`src/rtl/fsm_seq_tx.sv`:
```
// fsm_seq_tx -- serial sequence transmitter (Moore FSM, registered outputs).
//
// On an accepted start request the block sends a fixed sync preamble, then
// the captured payload word MSB first, then GAP_LEN guard cycles at 0.
// After the final guard cycle it pulses done for one cycle.
//
// Optional feature: define SEQ_TX_PARITY_EN to insert one even-parity bit
// (state PAR, code 3'b100) between the payload and the gap. This also widens
// Estado to 3 bits.
//
// Parameters:
//   DATA_W   payload width, 1..32
//   PRE_W    preamble length, 1..8
//   PREAMBLE preamble pattern, sent MSB first
//   GAP_LEN  guard cycles after each frame, 1..15
// Ports:
//   clk      system clock, rising edge
//   rst      synchronous active-high reset
//   start    frame request, sampled only in IDLE
//   data_in  payload, captured on the cycle start is accepted
//   Out_1    serial line (registered)
//   busy     frame or gap in progress (registered)
//   done     one-cycle pulse after the last gap cycle (registered)
//   Estado   current state code, for debug
module fsm_seq_tx #(
  parameter int                DATA_W   = 8,
  parameter int                PRE_W    = 3,
  parameter logic [PRE_W-1:0]  PREAMBLE = 3'b101,
  parameter int                GAP_LEN  = 1
) (
  input  logic              clk,
  input  logic              rst,
  input  logic              start,
  input  logic [DATA_W-1:0] data_in,
  output logic              Out_1,
  output logic              busy,
  output logic              done,
`ifdef SEQ_TX_PARITY_EN
  output logic [2:0]        Estado
`else
  output logic [1:0]        Estado
`endif
);

`ifdef SEQ_TX_PARITY_EN
  localparam int ST_W = 3;
`else
  localparam int ST_W = 2;
`endif

  function automatic int max3(input int a, input int b, input int c);
    int m;
    m = (a > b) ? a : b;
    return (m > c) ? m : c;
  endfunction

  localparam int CNT_W = $clog2(max3(PRE_W, DATA_W + 1, GAP_LEN)) + 1;

  localparam logic [CNT_W-1:0] PRE_LAST  = CNT_W'(PRE_W - 1);
  localparam logic [CNT_W-1:0] DATA_LAST = CNT_W'(DATA_W - 1);
  localparam logic [CNT_W-1:0] GAP_LAST  = CNT_W'(GAP_LEN - 1);

`ifdef SEQ_TX_PARITY_EN
  typedef enum logic [ST_W-1:0] {
    IDLE = 3'b000,
    PRE  = 3'b001,
    DATA = 3'b010,
    GAP  = 3'b011,
    PAR  = 3'b100
  } state_t;
`else
  typedef enum logic [ST_W-1:0] {
    IDLE = 2'b00,
    PRE  = 2'b01,
    DATA = 2'b10,
    GAP  = 2'b11
  } state_t;
`endif

  state_t             state;
  logic [CNT_W-1:0]   cnt;
  logic [DATA_W-1:0]  sh;
`ifdef SEQ_TX_PARITY_EN
  logic               par;
`endif

  // Preamble bit that follows the one emitted at count c. Shifting the
  // pattern instead of indexing keeps the index non-negative for PRE_W = 1.
  function automatic logic pre_next(input logic [CNT_W-1:0] c);
    logic [PRE_W-1:0] p;
    p = PREAMBLE << (int'(c) + 1);
    return p[PRE_W-1];
  endfunction

  assign Estado = state;

  always_ff @(posedge clk) begin
    if (rst) begin
      state <= IDLE;
      Out_1 <= 1'b0;
      busy  <= 1'b0;
      done  <= 1'b0;
      cnt   <= '0;
      sh    <= '0;
`ifdef SEQ_TX_PARITY_EN
      par   <= 1'b0;
`endif
    end else begin
      done <= 1'b0;
      case (state)
        IDLE: begin
          Out_1 <= 1'b0;
          busy  <= 1'b0;
          cnt   <= '0;
          if (start) begin
            sh    <= data_in;
`ifdef SEQ_TX_PARITY_EN
            par   <= ^data_in;
`endif
            state <= PRE;
            busy  <= 1'b1;
            Out_1 <= PREAMBLE[PRE_W-1];
          end
        end

        PRE: begin
          if (cnt == PRE_LAST) begin
            // First payload bit goes out as we enter DATA; the register
            // shifts so its MSB is always the next bit to send.
            state <= DATA;
            cnt   <= '0;
            Out_1 <= sh[DATA_W-1];
            sh    <= sh << 1;
          end else begin
            cnt   <= cnt + 1'b1;
            Out_1 <= pre_next(cnt);
          end
        end

        DATA: begin
          if (cnt == DATA_LAST) begin
            cnt   <= '0;
`ifdef SEQ_TX_PARITY_EN
            state <= PAR;
            Out_1 <= par;
`else
            state <= GAP;
            Out_1 <= 1'b0;
`endif
          end else begin
            cnt   <= cnt + 1'b1;
            Out_1 <= sh[DATA_W-1];
            sh    <= sh << 1;
          end
        end

`ifdef SEQ_TX_PARITY_EN
        PAR: begin
          state <= GAP;
          cnt   <= '0;
          Out_1 <= 1'b0;
        end
`endif

        GAP: begin
          Out_1 <= 1'b0;
          if (cnt == GAP_LAST) begin
            state <= IDLE;
            cnt   <= '0;
            busy  <= 1'b0;
            done  <= 1'b1;
          end else begin
            cnt <= cnt + 1'b1;
          end
        end

        default: begin
          state <= IDLE;
          cnt   <= '0;
          Out_1 <= 1'b0;
          busy  <= 1'b0;
        end
      endcase
    end
  end

endmodule

```
`config.mk`:
```
export PLATFORM = sky130hd
export DESIGN_NAME = fsm_seq_tx
export DESIGN_NICKNAME = d
export VERILOG_FILES = /design/src/rtl/fsm_seq_tx.sv
export SDC_FILE = /design/constraint.sdc
export NUM_CORES = 1
export LEC_CHECK = 0
export CAP_MARGIN = 20
export CELL_PAD_IN_SITES_DETAIL_PLACEMENT = 0
export CELL_PAD_IN_SITES_GLOBAL_PLACEMENT = 1
export CORE_MARGIN = 4
export CORE_UTILIZATION = 35
export DETAILED_ROUTE_END_ITERATION = 12
export GPL_TIMING_DRIVEN = 0
export PLACE_DENSITY = 0.78
export SLEW_MARGIN = 20
export SYNTH_ARGS = -nofsm -noshare
export SYNTH_HDL_FRONTEND = slang
export SYNTH_SLANG_ARGS = --single-unit
```
`constraint.sdc`:
```
create_clock -name clk -period 1.74 [get_ports clk]
set_input_delay 0.261 -clock clk [delete_from_list [all_inputs] [get_ports clk]]
set_output_delay 0.261 -clock clk [all_outputs]
set_load 0.01 [all_outputs]
```
==> results_dict.tcl <==
set metrics [dict create \
    outcome "complete, but fails checks" \
    failed_checks "setup timing" \
    min_to "busy" \
    reg2regPathDepth 7 \
    r2r-end "Estado[1]" \
    hold_buffers 0 \
    hold_class "reg -> reg" \
    cts_buffers 3 \
    die_area_mm2 0.00369 \
    crit_required_ns 1.92 \
    syn_area_per_cell_um2 9.44 \
    worst-setup-path-type "reg -> reg" \
    grt_pass1_wl_um 3510 \
    stdcell_count 161 \
    clock_path_buffers 2 \
    relSlewSlack_pct 64.2 \
    grt_pass1_vias 786 \
    worstSetupStartpointType "register" \
    drv_cap 0 \
    ios 16 \
    first_pass_iters 4 \
    worst_slew_pin_slew_ns 0.537 \
    syn_inst 103 \
    seq_area_frac_synth_pct 37.1 \
    synthFlopType "dfxtp_1" \
    wl_per_cell_um 13.8 \
    fp.dieH_um 60.7 \
    synth-edff-count 0 \
    place.gp.congestion 0.731 \
    die_width_um 60.7 \
    cp_top_family "compound AO/OA/AOI/OAI gates" \
    post-route-period-util_pct 111 \
    via_per_inst 5.45 \
    holdCritStartpoint "busy" \
    coreArea_mm2 0.00257 \
    cp_cell_sequence "inv_4 -> ha_4 -> or4b_4 -> a222oi_1 -> buf_4 -> a21o_2 -> a21oi_2" \
    grt_overflow 0 \
    async_flop_share_pct 0 \
    num_vias 878 \
    grt_usage_pct 12.7 \
    rsz0062_at_grt "true" \
    timing.rr.start "cnt[0]" \
    min_path_cells 2 \
    p_per_area_mw_per_mm2 1470 \
    vdd_drop_max_mv 1.22 \
    cp_max_fo 3 \
    max_stage_delay_ns 0.45 \
    antenna_found_initial 0 \
    netlist-cell-type-count 34 \
    diodes 0 \
    placementRows 18 \
    clock-sinks 18 \
    whs_ns 0.499 \
    routed_wl_um 2220 \
    cts_htree_levels 1 \
    drive_gt1_share_pct 34.4 \
    synth_warnings 0 \
    layout_setup_ws_ns -0.192 \
    synth_nets 122 \
    placed_cell_area_mm2 0.00118 \
    root_buffer "clkbuf_4" \
    setup_viol 12 \
    start_util_pct 37.9 \
    synth_seq_cells 18 \
    period_needed_ns 1.93 \
    fmax_ghz 0.518 \
    clkTransAtPathRegs_ns 0.11 \
    reg2reg_slack_ns -0.19 \
    grt_max_degree 11 \
    cellLeakagePower_nw 0.507 \
    dp_slack_ns -0.312 \
    crit_arrival_ns 2.11 \
    mostFrequentLayoutCell "clkdlybuf4s50_1" \
    hold_violations 0 \
    layout_common_cells "clkdlybuf4s50_1 (15), dfxtp_1 (14), buf_4 (10), a21oi_1 (9), nor2_1 (8)" \
    placedCellCount 148 \
    finalInstanceArea_mm2 0.00140 \
    cts_tree "yes" \
    drtIter0Drc 33 \
    total_power_w 0.00207 \
    ant_nets 0 \
    crit_buf_inv 2 \
    num-nets-final 151 \
    port_buffers 15 \
    netlist_area_um2 972 \
    drv_slew 0 \
    drcViolationCount 0 \
    worst_path_max_delay_cell "or4b_4" \
    clk_latency_ns 0.30 \
    skew_ns 0.00314 \
    areaGrowthSynthToFinish_pct 44.3 \
    critPathCaptureType "register" \
    hpwl_um 1470 \
]
layer usage:
layer | wire, um | track usage (%)
met4 | 0 | 1.86
met3 | 126 | 3.83
met5 | 0 | 0
met1 | 1030 | 15.9
met2 | 1060 | 21.8
registers in the layout (all words and copies together), names as in the netlist:
register  cells
sh            8
done          1
Out_1         1
Estado        2
busy          1
cnt           5
worst register-to-register path: cells and delay by family (launching register included):
kind                     cells  cell delay (ns)
AND/OR/NAND/NOR              1             0.45
AO/OA/AOI/OAI                3             0.59
adder cells (fa/ha/maj)      1             0.11
buffers and inverters        2             0.28
flip-flops                   1             0.38
logic make-up (layout without fill, tap and decap cells):
logic type / Yosys count / after routing / synth area share [%]
AOI/OAI and AO/OA: 27 / 27 / 20.3
xor gates and xnor gates: 3 / 3 / 2.70
buffers and inverters: 9 / 37 / 3.73
DFF: 18 / 18 / 37.1
muxes: 7 / 7 / 7.21
and+or+nand+nor: 31 / 31 / 18.7
adders and majority gates: 8 / 8 / 10.3
cells in the mapped netlist (all sizes together) (2+ instances only):
library cell   n  area, um2
nand2          3       11.3
nand2b         3       18.8
a311oi         9       85.1
mux2i          7       70.1
a21oi         11       55.1
ha             8        100
nor3b          2       15.0
or4b           2       23.8
nand3          3       15.0
inv            5       18.8
buf            3       13.8
dfxtp         18        360
xor2           2       17.5
nor2           9       33.8
a21o           2       16.3
and2           3       21.3
power by group:
| group | internal [W] | switching [W] | total [W] |
|---|---|---|---|
| combinational | 0.000614 | 0.000551 | 0.00117 |
| sequential | 0.000547 | 0.0000883 | 0.000635 |
| clock | 0.000128 | 0.000139 | 0.000267 |
| total | 0.00129 | 0.000778 | 0.00207 |
how the worst max path moves through the flow:
| stage | startpoint | endpoint | slack [ns] | cells after the start |
|---|---|---|---|---|
| final | cnt[0] | Estado[1] | -0.19 | 7 |
| after CTS | cnt[0] | Estado[1] | -0.13 | 7 |
| after floorplan | cnt[0] | Estado[1] | -0.03 | 6 |
| after global placement | cnt[0] | cnt[0] | -0.30 | 5 |
| after detailed placement | cnt[1] | cnt[0] | -0.31 | 5 |
| after global routing | cnt[1] | Estado[1] | -0.26 | 7 |
metrics by stage:
step / TNS (ns) / util [%]
after floorplan: -0.0924 / -
after detailed placement: -2.06 / 46.0
after global routing: -2.45 / 54.6
after global placement: -1.81 / 46.0
after CTS: -0.571 / 50.8
final: -0.927 / 54.6
cell type report:
class                           count  area, um2
Fill cell                         240       1160
Multi-Input combinational cell     76        682
Sequential cell                    18        370
Timing Repair Buffer               25        225
Tap cell                           30       37.5
Clock buffer                        4       36.3
Buffer                              3       30.0
Inverter                            5       21.3
repair_timing:
action | CTS | global route
cloned | 0 | 0
pin swaps | 7 | 6
gates resized for setup | 14 | 16
buffers inserted | 5 | 5
setup endpoints to repair | 15 | 16
Note: power is estimated with default switching activity, not from simulation.
==> RTL change 1, RTL diff (same flow settings) <==
Set the parameter `PRE_W` to 6 (it was 3).
--- a/src/rtl/fsm_seq_tx.sv
+++ b/src/rtl/fsm_seq_tx.sv
@@ -26,3 +26,3 @@
   parameter int                DATA_W   = 8,
-  parameter int                PRE_W    = 3,
+  parameter int                PRE_W    = 6,
   parameter logic [PRE_W-1:0]  PREAMBLE = 3'b101,
Function: changed (Yosys sat finds a counterexample within 4 cycles, from zero or initial values and one cycle with rst high).
==> RTL change 1 against the original RTL <==
The flow still finishes with violations (negative setup slack); routed wire length decreased by 2.8%; clock skew about the same; total power decreased by 4.1%; hold slack got worse by 14 ps; design area decreased by 4.2%; setup slack improved by 140 ps; cell count decreased by 1.2%; sequential cell count unchanged; synthesized area decreased by 1.3%; global-route usage about the same; first-iteration DRC count decreased by 52%; critical path type unchanged; largest cell class unchanged; largest power group unchanged; highest routed layer is now met4.
==> RTL change 1: results (changes against the original RTL) <==
timing:
  fin_ws_ps: -50.0  # +142 ps
  holdWs_ps: 485  # -13.8 ps
  fin_skew_ps: 3.03  # -0.105 ps
  relSlewSlack_pct: 60.3  # -3.9 points
  setup_viol: 6  # -6
routing:
  wl_per_cell_um: 13.6  # -1.6%
  drt-initial-drc-count: 16  # -52%
  viasPerCell: 5.28  # -3.1%
  first_pass_iters: 4  # unchanged
synth:
  synth-compound-area-share_pct: 18.8  # -1.6 points
  synth_ff_type: "dfxtp_1"
  synth_xor_area_share_pct: 3.65  # +0.95 points
  synth-adder-area-share_pct: 10.4  # +0.13 points
  yosys-mux-area-fraction_pct: 7.30  # +0.094 points
  synthDistinctLibCells: 32  # -5.9%
  ys_top_cells_by_count: "18 x dfxtp_1, 11 x a21oi_1, 9 x nor2_1"
  async_flop_share_pct: 0  # unchanged
  syn_area_per_cell_um2: 9.14  # -3.2%
  synth_fp_nets: 124  # +1.6%
  ys_top_cells_by_area: "dfxtp_1 38%, ha_1 10%, mux2i_1 7.3%"
  yosysSeqAreaShare_pct: 37.5  # +0.48 points
power:
  p_leak_nw: 0.482  # -5.0%
  switching_power_uw: 801  # +3.0%
  ir_drop_v: 0.000907  # -26%
final_layout:
  fillers: 251  # +4.6%
  largest_reg_flops: 8  # unchanged
  diodes: 0  # unchanged
  fin_cells: 159  # -1.2%
  final_nets: 149  # -1.3%
  drive_above_1_share_pct: 27.1  # -7.2 points
  largest_register: "sh"
global_routing:
  grt_max_degree: 11  # unchanged
  first_global_vias: 772  # -1.8%
  grt_pass1_wl_mm: 3.43  # -2.2%
  grt_overflow: 0  # unchanged
  grt_usage_pct: 12.6  # -0.042 points
clock_tree:
  clk_latency_ps: 300  # about the same
  h-tree-depth: 1  # unchanged
  clk_path_buf_depth: 2  # unchanged
  numCtsBuffers: 3  # unchanged
  cts-root-buf: "clkbuf_4"
place:
  gp_congestion: 0.720  # -1.5%
  pre_cts_ws_ps: -320  # -7.30 ps
  place_hpwl_mm: 1.50  # +2.0%
  placed_cell_area_um2: 1150  # -2.5%
critical_path:
  critPathKind: "reg -> reg"
  slowest_delay_ps: 450  # about the same
  crit_family: "compound AO/OA/AOI/OAI gates"
  worstPathMaxFanout: 5  # +2
  reg2reg_to: "Estado[0]"
  reg2reg_depth: 7  # unchanged
  crit_arrival_ps: 2010  # -100 ps
  slowest_stage: "or4b_4"
min_path:
  min_path_type: "reg -> reg"
  hold_path_depth: 2  # unchanged
  holdPathEnd: "sh[7]"
  holdCritStartpoint: "sh[7]"
status:
  outcome: "finished with violations"
  violations: "negative setup slack"
-- RTL change 1: area by class of cell --
type                            instances  area [um2]  share of cell area (%)
Multi-Input combinational cell         77         678                    50.5
Sequential cell                        18         365                    27.2
Timing Repair Buffer                   20         188                    14.0
Inverter                                8        30.0                    2.23
Clock buffer                            4        36.3                    2.70
Buffer                                  2        8.76                   0.652
Tap cell                               30        37.5                    2.79
-- RTL change 1: power by group through the flow --
stage | logic [mW] | registers, mW | clock network (mW)
finish | 1.09 | 0.623 | 0.266
global route | 1.21 | 0.639 | 0.297
CTS | 1.01 | 0.620 | 0.278
detailed placement | 0.865 | 0.633 | 0
global placement | 0.853 | 0.627 | 0
floorplan | 0.638 | 0.628 | 0
-- RTL change 1: through the flow --
step                util (%)  setup TNS, ps
finish                  52.8          -94.8
global route            52.8           -889
global placement        45.2          -2000
CTS                     50.1          -74.8
detailed placement      45.2          -1990
floorplan                  -           -314
-- RTL change 1: cell families after synthesis --
group / count (synthesis)
flip-flops: 18
XOR/XNOR: 4
AND/OR/NAND/NOR: 30
adder cells (fa/ha/maj): 8
buffers and inverters: 10
AO/OA/AOI/OAI: 28
multiplexers: 7
-- RTL change 1: repair_timing --
action | 4_1_cts | 5_1_grt
pin swaps | 4 | 6
gates resized for setup | 14 | 12
gates cloned | 0 | 0
buffers inserted | 5 | 0
endpoints found under the setup margin | 12 | 14
-- RTL change 1: per-layer routing --
metal / up-vias / track usage, % / part of all wire, %
met2: 17 / 20.8 / 48
met1: 392 / 15.5 / 45
li1: 429 / - / -
met4: 0 / 2.85 / 0.46
met3: 2 / 4.89 / 5.8
met5: - / 0 / 0
==> RTL change 2, RTL diff (config.mk and constraints unchanged) <==
Without the edit above. Register the input `start` before use, with the module's reset. The logic sees it one clock later. The other inputs are not delayed to match. Comments in the files are not updated.
--- a/src/rtl/fsm_seq_tx.sv
+++ b/src/rtl/fsm_seq_tx.sv
@@ -43,2 +43,12 @@
 );
+
+  logic start_q;
+
+  always_ff @(posedge clk) begin
+    if (rst) begin
+      start_q <= '0;
+    end else begin
+      start_q <= start;
+    end
+  end
 
@@ -114,3 +124,3 @@
           cnt   <= '0;
-          if (start) begin
+          if (start_q) begin
             sh    <= data_in;
Function: changed (Yosys sat finds a counterexample within 4 cycles, from zero or initial values and one cycle with rst high).
==> RTL change 2 against the original RTL <==
The run still ends with negative setup slack left; core utilization is 1.4 points lower; non-clock buffer count stayed put; total power is 0.84% higher; clock power is 15% lower; routed wire length is 7.9% higher; synthesized area is 2.7% higher; sequential cell count is 1 higher; sequential power is 0.6% lower; design area is 3.8% higher; setup slack worse by 110 ps; global-route usage is 1.0 points higher; largest power group unchanged.
==> RTL change 2: results (changes against the original RTL) <==
global_routing:
  grt_usage_pct: 13.7  # +1.0 points
  met2_usage_pct: 24.0  # +2.2 points
  grt.met3_usage_pct: 3.56  # -0.27 points
  grt_pass1_wl_mm: 3.83  # +9.2%
  first_global_vias: 876  # +11%
  grtUsageMet1_pct: 15.3  # -0.57 points
  grt_max_degree: 12  # +1
synth:
  synth_ff_type: "dfxtp_1"
  synth_warnings: 0  # unchanged
  syn_inst: 105  # +1.9%
  ys_top_cells_by_count: "19 x dfxtp_1, 11 x a21oi_1, 9 x nor2_1"
  synthDistinctLibCells: 34  # unchanged
  yosysSeqAreaShare_pct: 38.1  # +1.0 points
  ys_top_cells_by_area: "dfxtp_1 38%, ha_1 10%, a311oi_1 7.0%"
  synth_fp_nets: 124  # +1.6%
  async_flop_share_pct: 0  # unchanged
status:
  violations: "negative setup slack"
  outcome: "finished with violations"
routing:
  routed_wl_mm: 2.40  # +7.9%
  wl_per_cell_um: 14.6  # +6.0%
  first_pass_iters: 4  # unchanged
  viasPerCell: 5.52  # +1.3%
  drt-initial-drc-count: 11  # -67%
critical_path:
  reg2reg_to: "Estado[1]"
  slowest_stage: "a222oi_1"
  crit_family: "compound AO/OA/AOI/OAI gates"
  worstPathMaxFanout: 4  # +1
  reg2reg_from: "cnt[0]"
  slowest_delay_ps: 490  # +40 ps
  crit_arrival_ps: 2220  # +110 ps
timing:
  fin_skew_ps: 8.61  # +5.47 ps
  holdWs_ps: 476  # -23.0 ps
  tightest_slew_ps: 519  # -17.9 ps
  fin_ws_ps: -304  # -112 ps
  fin_tns_setup_ps: -1540  # -614 ps
  setup_viol: 9  # -3
min_path:
  min_path_type: "reg -> reg"
  hold_path_depth: 2  # unchanged
  holdPathEnd: "busy"
place:
  gp_congestion: 0.754  # +3.1%
  portBuffers: 15  # unchanged
  placed_cell_area_um2: 1210  # +2.3%
  place_hpwl_mm: 1.52  # +3.3%
  pre_cts_ws_ps: -283  # +29.6 ps
power:
  p_leak_nw: 0.515  # +1.5%
  swShare_pct: 38.9  # +1.2 points
  ir_drop_v: 0.000935  # -23%
final_layout:
  largest_reg_flops: 8  # unchanged
  final_nets: 153  # +1.3%
  drive_above_1_share_pct: 37.6  # +3.2 points
  largest_register: "sh"
clock_tree:
  clk_path_buf_depth: 2  # unchanged
  clk_latency_ps: 300  # about the same
## RTL change 2: cell count changes after synthesis, sizes merged
cell,unedited run,this run
dfxtp,18,19
nor2b,1,2
## RTL change 2: worst max-delay path by stage
stage	startpoint	to	slack, ps	cells after the start
floorplan	cnt[0]	Estado[1]	-30	6
CTS	cnt[0]	Estado[1]	-150	7
detailed placement	cnt[1]	cnt[0]	-280	5
finish	cnt[0]	Estado[1]	-300	7
global route	cnt[0]	Estado[1]	-330	7
global placement	cnt[0]	cnt[0]	-260	5
## RTL change 2: logic make-up after synthesis
kind of cell             after synthesis  synth area share, %
buffers and inverters                  9                 3.63
flip-flops                            19                 38.1
XOR/XNOR                               3                 2.63
multiplexers                           7                 7.02
AO/OA/AOI/OAI                         27                 19.8
adder cells (fa/ha/maj)                8                 10.0
AND/OR/NAND/NOR                       32                 18.8
## RTL change 2: power by group through the flow
stage          sequential (mW)  combinational [mW]  clock, mW
2_1_floorplan            0.634               0.636          0
3_3_place_gp             0.632               0.843          0
3_5_place_dp             0.636               0.857          0
4_1_cts                  0.624                1.03      0.236
5_1_grt                  0.650                1.32      0.264
6_report                 0.631                1.23      0.228
## RTL change 2: timing repair
action | in CTS | in global routing
setup endpoints to repair | 15 | 16
resized for setup | 18 | 24
hold buffers | 0 | 0
setup buffers | 4 | 6
pin swaps | 7 | 11
cloned | 0 | 1
## RTL change 2: final cells by class
cell class	instances	area (um2)
multi-input combinational	77	718
clock buffer	3	22.5
sequential	19	395
fill	242	1280
clock inverter	1	5.00
buffer	3	26.3
inverter	5	21.3
tap	31	38.8
timing repair buffer	25	229
## RTL change 2: routing by layer
metal  up-vias  wire length (um)  share of wire (%)
met1       434              1040                 43
met5         -                 0                  0
li1        444                 -                  -
met2        20              1180                 49
met3         8                92                3.8
met4         0                80                3.3
## RTL change 2: worst register-to-register path, stage by stage (launching register included)
cell	delay [ps]
dfxtp_4	380
inv_4	80
ha_4	130
or4b_4	480
a222oi_1	490
buf_4	230
a21o_4	120
a21oi_2	40
## RTL change 2: through the flow
stage / power (mW) / utilization (%)
2_1_floorplan: 1.27 / -
3_3_place_gp: 1.48 / 44.2
3_5_place_dp: 1.49 / 44.2
4_1_cts: 1.89 / 48.8
5_1_grt: 2.23 / 53.3
6_report: 2.08 / 53.3
